[config.mk]
export PLATFORM = sky130hd
export DESIGN_NAME = pulse_gate_counter
export DESIGN_NICKNAME = d
export VERILOG_FILES = /design/src/rtl/pc_utils_pkg.sv /design/src/rtl/gate_timer.sv /design/src/rtl/pulse_gate_counter.sv
export SDC_FILE = /design/constraint.sdc
export NUM_CORES = 1
export LEC_CHECK = 0
export ABC_CLOCK_PERIOD_IN_PS = 2700
export CAP_MARGIN = 20
export CELL_PAD_IN_SITES_DETAIL_PLACEMENT = 1
export CELL_PAD_IN_SITES_GLOBAL_PLACEMENT = 2
export CORE_MARGIN = 4
export CORE_UTILIZATION = 35
export DETAILED_ROUTE_END_ITERATION = 10
export GPL_ROUTABILITY_DRIVEN = 0
export PLACE_DENSITY = 0.87
export SLEW_MARGIN = 30
export SYNTH_ARGS = -nofsm -noshare
export SYNTH_HDL_FRONTEND = slang
export SYNTH_HIERARCHICAL = 1
export SYNTH_SLANG_ARGS = --single-unit
[constraint.sdc]
create_clock -name clk -period 2.7 [get_ports clk]
set_clock_uncertainty 0.05 [all_clocks]
set_input_delay 0.675 -clock clk [delete_from_list [all_inputs] [get_ports clk]]
set_output_delay 0.675 -clock clk [all_outputs]
set_load 0.005 [all_outputs]
[src/rtl/pc_utils_pkg.sv]
// Shared types and default widths for the gated pulse counter.
package pc_utils_pkg;

  typedef enum logic {
    IDLE = 1'b0,
    GATE = 1'b1
  } pc_state_e;

  localparam int PC_CNT_W  = 16;
  localparam int PC_GATE_W = 24;

endpackage

[src/rtl/gate_timer.sv]
// Wrap-around window timer: counts 0..GATE_CYCLES-1 while run is high,
// flags the final window cycle, and sits at 0 while run is low.
module gate_timer #(
  parameter int GATE_CYCLES = 1000,
  parameter int GATE_W      = 24
) (
  input  logic clk,
  input  logic rst_n,
  input  logic run,
  output logic last
);

  logic [GATE_W-1:0] r_cnt;
  logic              w_last;

  assign w_last = (r_cnt == GATE_W'(GATE_CYCLES - 1));
  assign last   = w_last;

  // Advance one step per running cycle, wrapping after the last window cycle.
  always_ff @(posedge clk) begin
    if (!rst_n || !run || w_last) r_cnt <= '0;
    else                          r_cnt <= r_cnt + GATE_W'(1);
  end

endmodule

[src/rtl/pulse_gate_counter.sv]
// Gated event counter: totals pulses over fixed back-to-back windows and
// hands each total to a valid/ready consumer, flagging dropped results.
module pulse_gate_counter
  import pc_utils_pkg::*;
#(
  parameter int CNT_W       = PC_CNT_W,
  parameter int GATE_CYCLES = 1000,
  parameter int GATE_W      = PC_GATE_W
) (
  input  logic             clk,
  input  logic             rst_n,
  input  logic             pulse,
  input  logic             enable,
  output logic [CNT_W-1:0] count,
  output logic             sat,
  output logic             count_valid,
  input  logic             count_ready,
  output logic             drop_err,
  output logic             busy
);

  pc_state_e        r_state, w_state_nxt;
  logic [CNT_W-1:0] r_acc;
  logic             r_acc_sat;
  logic [CNT_W-1:0] r_count;
  logic             r_sat;
  logic             r_valid;
  logic             r_drop;

  logic             w_run;
  logic             w_last;
  logic             w_done;
  logic             w_hs;
  logic [CNT_W:0]   w_sum;
  logic [CNT_W-1:0] w_total;
  logic             w_total_sat;

  // Timer only runs while a window is active and still enabled; an abort or
  // the final cycle of a non-continued window brings it back to 0.
  assign w_run = (r_state == GATE) && enable;

  gate_timer #(
    .GATE_CYCLES (GATE_CYCLES),
    .GATE_W      (GATE_W)
  ) u_timer (
    .clk   (clk),
    .rst_n (rst_n),
    .run   (w_run),
    .last  (w_last)
  );

  // The final window cycle completes even if enable drops in that cycle.
  assign w_done = (r_state == GATE) && w_last;
  assign w_hs   = r_valid && count_ready;

  // Saturating running total including this cycle's pulse.
  assign w_sum       = {1'b0, r_acc} + {{CNT_W{1'b0}}, pulse};
  assign w_total     = w_sum[CNT_W] ? {CNT_W{1'b1}} : w_sum[CNT_W-1:0];
  assign w_total_sat = r_acc_sat | w_sum[CNT_W];

  // State register.
  always_ff @(posedge clk) begin
    if (!rst_n) r_state <= IDLE;
    else        r_state <= w_state_nxt;
  end

  // Next state: enable alone decides whether a window runs next cycle,
  // both to start from IDLE and to continue or abort from GATE.
  always_comb begin
    w_state_nxt = r_state;
    case (r_state)
      IDLE:    w_state_nxt = enable ? GATE : IDLE;
      GATE:    w_state_nxt = enable ? GATE : IDLE;
      default: w_state_nxt = IDLE;
    endcase
  end

  // Accumulator: cleared outside a window, on abort and at window end.
  always_ff @(posedge clk) begin
    if (!rst_n || (r_state == IDLE) || w_last || !enable) begin
      r_acc     <= '0;
      r_acc_sat <= 1'b0;
    end else begin
      r_acc     <= w_total;
      r_acc_sat <= w_total_sat;
    end
  end

  // Result register and handshake: load on window end when free or being
  // drained this cycle, otherwise record a drop.
  always_ff @(posedge clk) begin
    if (!rst_n) begin
      r_count <= '0;
      r_sat   <= 1'b0;
      r_valid <= 1'b0;
      r_drop  <= 1'b0;
    end else begin
      if (w_done && (!r_valid || w_hs)) begin
        r_count <= w_total;
        r_sat   <= w_total_sat;
        r_valid <= 1'b1;
      end else if (w_hs) begin
        r_valid <= 1'b0;
      end
      if (r_state == IDLE)            r_drop <= 1'b0;
      else if (w_done && r_valid && !w_hs) r_drop <= 1'b1;
    end
  end

  assign count       = r_count;
  assign sat         = r_sat;
  assign count_valid = r_valid;
  assign drop_err    = r_drop;
  assign busy        = (r_state == GATE);

endmodule

==> impl_summary.md <==
Floorplanning
For this configuration, the core starts out at a cell density of 35.8%. Measured along the y axis, the die boundary spans 96.6 um. The floorplan has 32 rows.

The number of I/O pins is 25. The die covers 0.00934 mm2. In this run the standard cell core region covers 0.00769 mm2.

The horizontal die dimension is 96.6 um.

Detailed routing
The per-cell via count in the routed design is 5.42. The number of antenna-violating nets in the routed design is 0. The number of DRC markers in iteration 0 is 92. Dividing the detail-routed wire length by the instance count gives 15.2 um. The pre-antenna-repair detailed-routing pass consisted of 4 iterations.

Detailed routing inserted a total of 2395 vias. The final layout contains routed wiring with a total length of 6.74 mm. In the routed design, unresolved DRC markers number 0.

Synth
The number of synthesized flops with an enable pin is 0. The most area-hungry cell type in the Yosys netlist is sky130_fd_sc_hd__dfxtp_1. The commonest cells after synthesis are sky130_fd_sc_hd__dfxtp_1, sky130_fd_sc_hd__nor2_1, sky130_fd_sc_hd__a21oi_1. The share of synthesized registers carrying an async set or reset is 0%. The portion of the post-synthesis area used by sequential elements is 44.4%. By area the synthesized netlist is led by sky130_fd_sc_hd__dfxtp_1, sky130_fd_sc_hd__a21oi_1, sky130_fd_sc_hd__nor2_1. The Yosys step of the flow raised 6 warnings. The flip-flop and latch count after synthesis is 61. The area share of the largest cell type after synthesis is 44.4%. The leading register cell type out of synthesis is sky130_fd_sc_hd__dfxtp_1.

Synthesis produced 306 cells. The post-synthesis cell type count is 57. Averaged over all synthesized cells, the footprint is 8.99 um2. Among all cell types in the netlist, the one instantiated most often is sky130_fd_sc_hd__dfxtp_1.

The number of nets produced by synthesis is 315. Summing every instance area after synthesis gives 0.00275 mm2.

CTS
The post-CTS setup repair buffer count is 0. The post-CTS clock slew at the launch and capture registers of the worst setup and hold paths is 60 ps. The cell sitting at the root of the clock tree is a sky130_fd_sc_hd__clkbuf_8.

After clock tree synthesis, the repair step resized 0 gates. CTS built an H-tree with a depth of 3. Counting the buffers created by CTS gives 9. The clock insertion delay at the later pin of the skew report is 340 ps. The maximum clock insertion buffer count is 2.

Buffers inserted to repair hold after CTS numbered 0. The number of sinks driven by the clock tree is 61. The TritonCTS clock tree is done.

Setup path
Counting cells, the worst reg-to-reg path comes to 9. The setup path with the least slack is of type reg2reg. The largest fanout of any net on the critical path is 33.

The startpoint class of the critical path is a register. The type of element capturing the critical path is a register. The critical path arrival is 2590 ps. Data on the critical path is required at its endpoint by 2890 ps.

Layout
The final-layout fill cell count is 911. For this run, the post-layout net count is 344. The layout cell share with drive strength beyond 1 is 11.5%. The area of all sequential standard cells is 0.00122 mm2. Compared with the post-synthesis result, the final layout area differs by 19.5%. Measured on the finished design, the core utilization comes to 42.7%. The number of antenna diodes in the final layout is 0. The area of the multi-input gates is 0.00142 mm2.

STA
The count of endpoints failing hold in the final timing report came to 0. Setup repair after global routing left no endpoint under its margin. The remaining max-slew budget at the tightest pin is 63.0%. The count of endpoints failing setup in the final report is 0.

The slew at the pin closest to its max-slew limit is 553 ps. The achievable frequency is 418 MHz. The setup slack after layout is 306 ps. The max-slew violation total from the final report is 0. The final critical path takes up 88.7% of the cycle. The setup TNS after final layout is 0 ps. After layout, the minimum clock period comes to 2390 ps.

Power
The total power density per cell area is 505 mW/mm2. The static leakage power is 1.03 nW. The worst voltage drop across the vdd grid is 0.287 mV.

The total power consumption of the routed design is 1.66 mW.

Worst hold path
The path category of the worst min-delay check is reg2reg. Along the worst hold path, the cell count comes to 2.

Global route
The via count of the first global-routing pass is 2352. The maximum number of pins on one net before global-route repair is 34. The global-route usage over all layers is 15.1%. Global routing finished with a remaining overflow of 0. The number of antenna violations at the first check in global routing is 0. The first global-routing pass estimated 11.6 mm of wire.

Outcome
The run finished with clean final reports.

Placed design
The number of port buffers is 24. The post-detailed-placement half-perimeter wirelength is 4.86 mm. The setup slack after placement is 138 ps.

Job
The tool flagged a number of max-cap violations equal to 0.
==> layout by cell type (no fill, tap or decap), types with 3 or more instances in the layout <==
cell type and instances:
sky130_fd_sc_hd__and4_1 4, sky130_fd_sc_hd__xnor2_1 8, sky130_fd_sc_hd__buf_4 7, sky130_fd_sc_hd__ha_1 4, sky130_fd_sc_hd__clkbuf_1 4, sky130_fd_sc_hd__and2_1 3, sky130_fd_sc_hd__nand2_1 18, sky130_fd_sc_hd__nor4_1 4
sky130_fd_sc_hd__nor2_1 34, sky130_fd_sc_hd__o21ai_0 14, sky130_fd_sc_hd__nor3_1 5, sky130_fd_sc_hd__a21oi_1 28, sky130_fd_sc_hd__clkdlybuf4s50_1 24, sky130_fd_sc_hd__xor2_1 10, sky130_fd_sc_hd__dfxtp_1 61, sky130_fd_sc_hd__clkbuf_8 11
sky130_fd_sc_hd__or4_1 6, sky130_fd_sc_hd__or3_1 5, sky130_fd_sc_hd__inv_1 8, sky130_fd_sc_hd__o31ai_1 7, sky130_fd_sc_hd__nand3_1 9, sky130_fd_sc_hd__a31oi_1 8, sky130_fd_sc_hd__nand4_1 11, sky130_fd_sc_hd__a211oi_1 6
==> where the power goes <==
| part | switching, mW | internal, mW | leakage (nW) |
|---|---|---|---|
| Clock | 0.343 | 0.384 | 0.0877 |
| Sequential | 0.00206 | 0.901 | 0.491 |
| Combinational | 0.0161 | 0.0125 | 0.448 |
| Total | 0.361 | 1.30 | 1.03 |
==> worst paths after layout <==
check        slack (ps)   endpoint              from
max                 310  count[14]  u_timer/r_cnt[2]
max reg2reg         310  count[14]  u_timer/r_cnt[2]
min                 430  r_acc_sat         r_acc_sat
min reg2reg         430  r_acc_sat         r_acc_sat
==> area by class of cell <==
| cell class | count | area share, % |
|---|---|---|
| multi-input cells | 222 | 43.2 |
| flip-flops and latches | 61 | 37.2 |
| repair buffers | 32 | 9.52 |
| clock buffers | 15 | 5.06 |
| well taps | 102 | 3.88 |
| inverters | 9 | 1.03 |
| clock inverters | 1 | 0.152 |
==> metal layers <==
metal | global-route usage, % | vias to the layer above | share of wire [%]
li1 | - | 1179 | -
met4 | 4.86 | 0 | 1.2
met2 | 23.1 | 31 | 45
met5 | 0 | - | 0
met3 | 4.90 | 8 | 3.3
met1 | 20.0 | 1177 | 50
==> metrics by stage <==
step / hold WS, ps / instance area (um2) / std cells
final: 427 / 3290 / 442
after CTS: 434 / 3290 / 442
after floorplan: 374 / 2750 / 306
after global placement: 393 / 3110 / 426
after global routing: 460 / 3290 / 442
after detailed placement: 417 / 3110 / 426
==> flip-flops by register name (all words and copies together), names as in the netlist <==
name,count
drop_err,1
r_acc_sat,1
count,16
sat,1
r_acc,16
count_valid,1
busy,1
u_timer/r_cnt,24
==> critical path: stages (launching register included) <==
cell                       delay (ps)
sky130_fd_sc_hd__dfxtp_1          440
sky130_fd_sc_hd__nor4b_1          410
sky130_fd_sc_hd__nand2_1          100
sky130_fd_sc_hd__nor4b_1          350
sky130_fd_sc_hd__buf_4            190
sky130_fd_sc_hd__nand2_1           90
sky130_fd_sc_hd__a21oi_2          170
sky130_fd_sc_hd__buf_12           200
sky130_fd_sc_hd__o21ai_0          110
sky130_fd_sc_hd__a311oi_2         190
==> cell families after synthesis <==
group	count (synthesis)	share of synthesized area [%]
mux	1	0.364
compound gates	74	16.9
fa+ha+maj	4	1.82
simple gates	125	26.6
xor+xnor	18	5.73
buf+inv	23	4.14
flops	61	44.4
Power figures use the tool's default switching activity.
